File: config.mk
export PLATFORM = sky130hd
export DESIGN_NAME = request_round_robin_arbiter
export DESIGN_NICKNAME = d
export VERILOG_FILES = /design/src/rtl/request_round_robin_arbiter.sv
export SDC_FILE = /design/constraint.sdc
export NUM_CORES = 1
export LEC_CHECK = 0
export CAP_MARGIN = 10
export CORE_AREA = 2 2 130 132
export CTS_BUF_LIST = sky130_fd_sc_hd__clkbuf_8
export CTS_CLUSTER_SIZE = 30
export DETAILED_ROUTE_END_ITERATION = 10
export DIE_AREA = 0 0 132 134
export PLACE_DENSITY = 0.67
export SETUP_SLACK_MARGIN = 0.1
export SYNTH_ARGS = -nofsm -noshare
export SYNTH_HDL_FRONTEND = slang
export SYNTH_SLANG_ARGS = --single-unit
File: constraint.sdc
create_clock -name clk_in -period 1.57 [get_ports clk_in]
set_input_delay 0.2355 -clock clk_in [delete_from_list [all_inputs] [get_ports clk_in]]
set_output_delay 0.2355 -clock clk_in [all_outputs]
set_load 0.01 [all_outputs]
File: src/rtl/request_round_robin_arbiter.sv
// Round-robin arbiter that merges NUM_REQUEST request sources into one registered
// request slot feeding a downstream queue. Priority rotates starting after the last grant.
module request_round_robin_arbiter #(
   parameter int NUM_REQUEST                = 4,
   parameter int NUM_REQUEST_PTR_WIDTH      = $clog2(NUM_REQUEST),
   parameter int SINGLE_ENTRY_WIDTH_IN_BITS = 64
) (
   input  logic                                              clk_in,
   input  logic                                              reset_in,
   input  logic [NUM_REQUEST*SINGLE_ENTRY_WIDTH_IN_BITS-1:0] request_packed_in,
   input  logic [NUM_REQUEST-1:0]                            request_valid_packed_in,
   output logic [NUM_REQUEST-1:0]                            issue_ack_packed_out,
   output logic [SINGLE_ENTRY_WIDTH_IN_BITS-1:0]             request_out,
   output logic                                              request_valid_out,
   input  logic                                              issue_ack_in
);

   typedef enum logic {EMPTY = 1'b0, FULL = 1'b1} state_t;

   state_t                                  state;
   state_t                                  next_state;
   logic [NUM_REQUEST_PTR_WIDTH-1:0]        last_grant;
   logic [NUM_REQUEST_PTR_WIDTH-1:0]        next_last_grant;
   logic [NUM_REQUEST_PTR_WIDTH-1:0]        winner;
   logic [NUM_REQUEST_PTR_WIDTH-1:0]        idx;
   logic [SINGLE_ENTRY_WIDTH_IN_BITS-1:0]   winner_payload;
   logic [SINGLE_ENTRY_WIDTH_IN_BITS-1:0]   next_request;
   logic                                    found;
   logic                                    any_valid;
   logic                                    drain;
   logic                                    can_load;
   logic                                    load;

   assign request_valid_out = (state == FULL);
   assign any_valid         = |request_valid_packed_in;
   assign drain             = request_valid_out & issue_ack_in;
   assign can_load          = ~request_valid_out | drain;
   assign load              = can_load & any_valid & ~reset_in;

   // Pointer arithmetic wraps naturally because NUM_REQUEST is a power of two.
   always_comb begin
      winner = '0;
      found  = 1'b0;
      idx    = '0;
      for (int k = 1; k <= NUM_REQUEST; k++) begin
         idx = last_grant + NUM_REQUEST_PTR_WIDTH'(k);
         if (!found && request_valid_packed_in[idx]) begin
            winner = idx;
            found  = 1'b1;
         end
      end
   end

   always_comb begin
      winner_payload = '0;
      for (int i = 0; i < NUM_REQUEST; i++) begin
         if (winner == NUM_REQUEST_PTR_WIDTH'(i)) begin
            winner_payload = request_packed_in[i*SINGLE_ENTRY_WIDTH_IN_BITS +: SINGLE_ENTRY_WIDTH_IN_BITS];
         end
      end
   end

   always_comb begin
      next_state           = state;
      next_request         = request_out;
      next_last_grant      = last_grant;
      issue_ack_packed_out = '0;
      if (load) begin
         issue_ack_packed_out[winner] = 1'b1;
         next_state                   = FULL;
         next_request                 = winner_payload;
         next_last_grant              = winner;
      end else if (drain) begin
         next_state   = EMPTY;
         next_request = '0;
      end
   end

   // last_grant resets to the top index so port 0 is searched first.
   always_ff @(posedge clk_in) begin
      if (reset_in) begin
         state       <= EMPTY;
         request_out <= '0;
         last_grant  <= '1;
      end else begin
         state       <= next_state;
         request_out <= next_request;
         last_grant  <= next_last_grant;
      end
   end

endmodule

== Word-level counts from Yosys, hierarchy flattened ==
Index checks and enable logic that the tools add are counted.

* Add/sub/neg operators: 3
* Magnitude comparators: 6
* Equality and inequality tests: 3
* Mux-type cells: 26
* Bitwise gates (word level): 6
* Reduce and logical (&&, ||, !) cells: 10

{| class="wikitable"
|+ Operators with widths
! cell !! count
|-
| $mux W64 || 6
|-
| $lt A2 B3 Y1 const B || 5
|-
| $mux W1 || 10
|-
| $bmux W1 S2 || 4
|-
| $mux W2 || 4
|-
| $add A2 B2 Y2 const B || 2
|-
| $eq A2 B2 Y1 const B || 2
|-
| $logic_and A1 B1 Y1 || 4
|-
| $mux W4 || 1
|-
| $reduce_or A4 Y1 || 1
|-
| $and A1 B1 Y1 || 3
|-
| $logic_not A1 Y1 || 3
|-
| $add A2 B1 Y2 const B || 1
|-
| $demux W1 S2 || 1
|-
| $eq A2 B1 Y1 const B || 1
|-
| $ge A2 B1 Y1 const B || 1
|-
| $logic_not A2 Y1 || 1
|-
| $not A1 Y1 || 2
|-
| $reduce_bool A2 Y1 || 1
|-
| $or A1 B1 Y1 || 1
|}

* Flip-flop bits (word level): 67
* Output and inout port bits: 69
* Word-level logic and storage cells: 57

== Depth between registers and ports, before layout ==
* Depth after elaboration: 19
* Depth in mapped cells: 8

== Worst setup path before layout ==
OpenSTA, ideal clock, no wires.

* Kind: flip-flop to output port
* Start: reg last_grant[1]
* End: out issue_ack_packed_out[1]
* Arrival time: 1.409 ns
* Required time: 1.334 ns
* Slack: -0.074 ns
* Cell stages (with the launch flop): 8
* Path buffers: 3
* Path through: dfxtp_1 -> buf_4 -> nand2_1 -> a21oi_1 -> o221a_1 -> buf_2 -> buf_2 -> nor3_1

* Longest elaborated chain between the ends: 18

{| class="wikitable"
|+ RTL lines
! element !! RTL line !! RTL
|-
| start, declared || 22 || <nowiki>logic [NUM_REQUEST_PTR_WIDTH-1:0] last_grant;</nowiki>
|-
| start signal, assigned || 88 || <nowiki>last_grant <= next_last_grant;</nowiki>
|-
| $add A2 B1 Y2 || 46 || <nowiki>idx = last_grant + NUM_REQUEST_PTR_WIDTH'(k);</nowiki>
|-
| $bmux W1 S2 || 47 || <nowiki>if (!found && request_valid_packed_in[idx]) begin</nowiki>
|-
| $mux W1 (not written as such) || 47 ||
|-
| $mux W1 || 47 ||
|-
| $logic_not A1 Y1 || 47 ||
|-
| $logic_and A1 B1 Y1 || 47 ||
|-
| $mux W1 || 47 ||
|-
| $logic_not A1 Y1 || 47 ||
|-
| [2 not listed] || n/a ||
|-
| $logic_not A1 Y1 || 47 ||
|-
| $logic_and A1 B1 Y1 || 47 ||
|-
| $mux W2 * || 47 ||
|-
| $lt A2 B3 Y1 (not written as such) or $ge A2 B1 Y1 (tied branches) || 69 || <nowiki>issue_ack_packed_out[winner] = 1'b1;</nowiki>
|-
| $logic_and A1 B1 Y1 (not written as such) || 69 ||
|-
| $mux W1 (not written as such) || 69 ||
|-
| $demux W1 S2 * || 69 ||
|-
| $mux W4 * || 68 || <nowiki>if (load) begin</nowiki>
|-
| end, declared || 12 || <nowiki>output logic [NUM_REQUEST-1:0] issue_ack_packed_out,</nowiki>
|}

Mark *: on every way between the ends. The rest lies on a longest branch, timed or not. The select of a mux whose other input is x is not followed.

== Worst setup path after layout ==
Same ends and word-level chain as after synthesis.

==> flow_summary.toml <==
[sta]
setup_slack_ns = -0.293
finalHoldViolCount = 0
tightest_slew_ns = 0.444
timing.fmax_ghz = 0.537
period_share = 1.19
finClkSkew_ns = 0.00671
fin_setup_tns_ns = -14.83
finalMaxSlewViolations = 0
rsz0062_at_grt = "yes"
slew_headroom = 0.704
final.min_clock_period_ns = 1.86
setup_viol = 68

[route]
maxUsedRoutingLayer = "met4"
drtAntennaViolNets = 0
drt_pass1_iterations = 5
drc = 0
wl_met3_mm = 1.72
met2_length_mm = 11.3
wl_met1_mm = 9.25
vias = 5703
drt_wl_total_mm = 23.0
viasPerCell = 5.29
routedWlPerCell_um = 21.3
first_iter_violations = 287

[critical_path]
critPathKind = "register to output pin"
crit_required_ns = 1.33
arrival_ns = 1.63
worstSetupEndpointType = "output pin"
start_kind = "register"
r2r_cells = 7
crit_fanout = 8

[floorplan]
std_cell_rows = 47
die_w_um = 132
start_util = 0.254
ios = 332
die-area_um2 = 17700
die_h_um = 134
core_um2 = 16300

[place]
placed_cells = 1029
dp_hpwl_mm = 14.7
place_congestion = 0.856
io_buffers = 331

[run]
cap_violations = 0

[logic_synthesis]
syn_inst = 496
synthFlopType = "dfxtp_1"
synthXorXnorAreaFrac = 0
synthSimpleGateAreaFrac = 0.188
syn-cell-area_um2 = 4140
synth-seq-cells = 67
ys_seq_area_frac = 0.324
async_reset_ff_frac = 0
synth_nets = 759
synth_top_cells_by_area = "dfxtp_1 (32%), a32o_1 (15%), nand3_1 (15%)"
synth_mux_area_frac = 0.00242
synth_top_area_cell = "dfxtp_1"
synth_top_area_frac = 0.324
yosys_warnings = 0
synth_adder_area_share = 0
synth_top_family_by_area = "compound AO/OA/AOI/OAI gates"
synthDistinctLibCells = 38
synth_compound_area_frac = 0.402
syn_avg_cell_area_um2 = 8.35
synth-edff-count = 0

[global_route]
grt_first_pass_wirelength_mm = 33.6
grt_overflow = 0
grt_max_degree = 50
grt_usage = 0.248
antenna_found_initial = 0
grt_pass1_vias = 5840

[clock_network]
clockBufferDepth = 2
clk_pin_slew_worst_paths_ns = 0.07
htreeDepth = 3
cts_tree = "yes"
clkSinkCount = 67
root_buffer = "clkbuf_8"
clk_latency_ns = 0.36
cts_inserted_buffers = 9
ctsHoldBuffers = 0

[worst_hold_path]
holdCritPathClass = "register to register"
min_path_cells = 1

[finish]
instances_no_fill = 1079
mostFrequentLayoutCells = "clkdlybuf4s50_1 (258), nand3_1 (86), dlygate4sd2_1 (69)"
area_growth_pct = 118
drive_gt1_frac = 0.191
layout.cells.most_common = "clkdlybuf4s50_1"
diodes = 0
nNetsFinal = 1118
post-route-util = 0.553

[run_status]
status = "complete, but fails checks"
violations = "negative setup slack"

[power_and_ir_drop]
p_per_area_nw_per_um2 = 830
cellLeakagePower_nw = 3.55
ir_drop_v = 0.000382
[final timing paths]
path	startpoint	endpoint	slack, ns
worst min-delay path	request_out[14]$_SDFFE_PP0P_	request_out[14]$_SDFFE_PP0P_	0.46
worst max register to register	last_grant[1]$_SDFFE_PP1P_	request_out[34]$_SDFFE_PP0P_	-0.27
worst max-delay path	last_grant[1]$_SDFFE_PP1P_	issue_ack_packed_out[1]	-0.29
worst min register to register	request_out[14]$_SDFFE_PP0P_	request_out[14]$_SDFFE_PP0P_	0.46
[sequential cells by signal, summed over array words and instances, names as in the netlist]
name,flops
last_grant,2
request_out,64
request_valid_out,1
[cells in the mapped netlist, drive strengths merged, types with 3 or more instances]
cell type  count
o211ai         3
a32o          64
inv            3
nor2           3
nand3        122
dfxtp         67
a21oi          6
clkbuf        23
nand2          5
nor2b          3
o21ai         67
nand2b         3
nor3           5
a211o          3
and3           5
buf           41
o22a          61
[routing by layer]
layer,vias up,track usage
met2,273,0.434
met3,45,0.0703
met5,-,0
met4,0,0.110
li1,2714,-
met1,2671,0.283
[per-stage QoR]
stage	setup WS (ns)	area (um^2)	total power [mW]	hold slack, ns
floorplan	-0.00429	4260	3.72	0.305
global route	-0.375	9010	7.88	0.470
CTS	-0.305	8710	7.31	0.467
finish	-0.293	9010	7.48	0.464
detailed placement	-0.833	7920	5.42	0.454
global placement	-0.842	7920	5.40	0.446
[power by group]
part | total [mW] | switching [mW] | internal, mW
combinational | 3.98 | 1.79 | 2.19
sequential | 2.10 | 0.135 | 1.96
clock | 1.40 | 0.698 | 0.704
total | 7.48 | 2.62 | 4.85
[final cells by class]
cell class              count  area, um^2
inverters                   3        11.3
fillers                  1529        7280
clock buffers               9         124
clock inverters             6        51.3
repair buffers            412        4380
well taps                 220         275
multi-input cells         362        2820
flip-flops and latches     67        1350
[timing repair]
item / CTS / global route
cloned: 10 / 3
resized for setup: 145 / 48
endpoints found under the setup margin: 134 / 69
pin swaps: 58 / 42
setup buffers: 21 / 2
[critical path: stages (launching register included)]
cell     delay, ns
dfxtp_4       0.40
and3b_2       0.25
a31o_4        0.14
nor2_4        0.04
buf_6         0.11
nor3_2        0.16
buf_2         0.17
[cells by family after synthesis]
family          count (synthesis)
compound gates                212
simple gates                  149
buf+inv                        67
mux                             1
flops                          67
(Power assumes the default switching activity.)
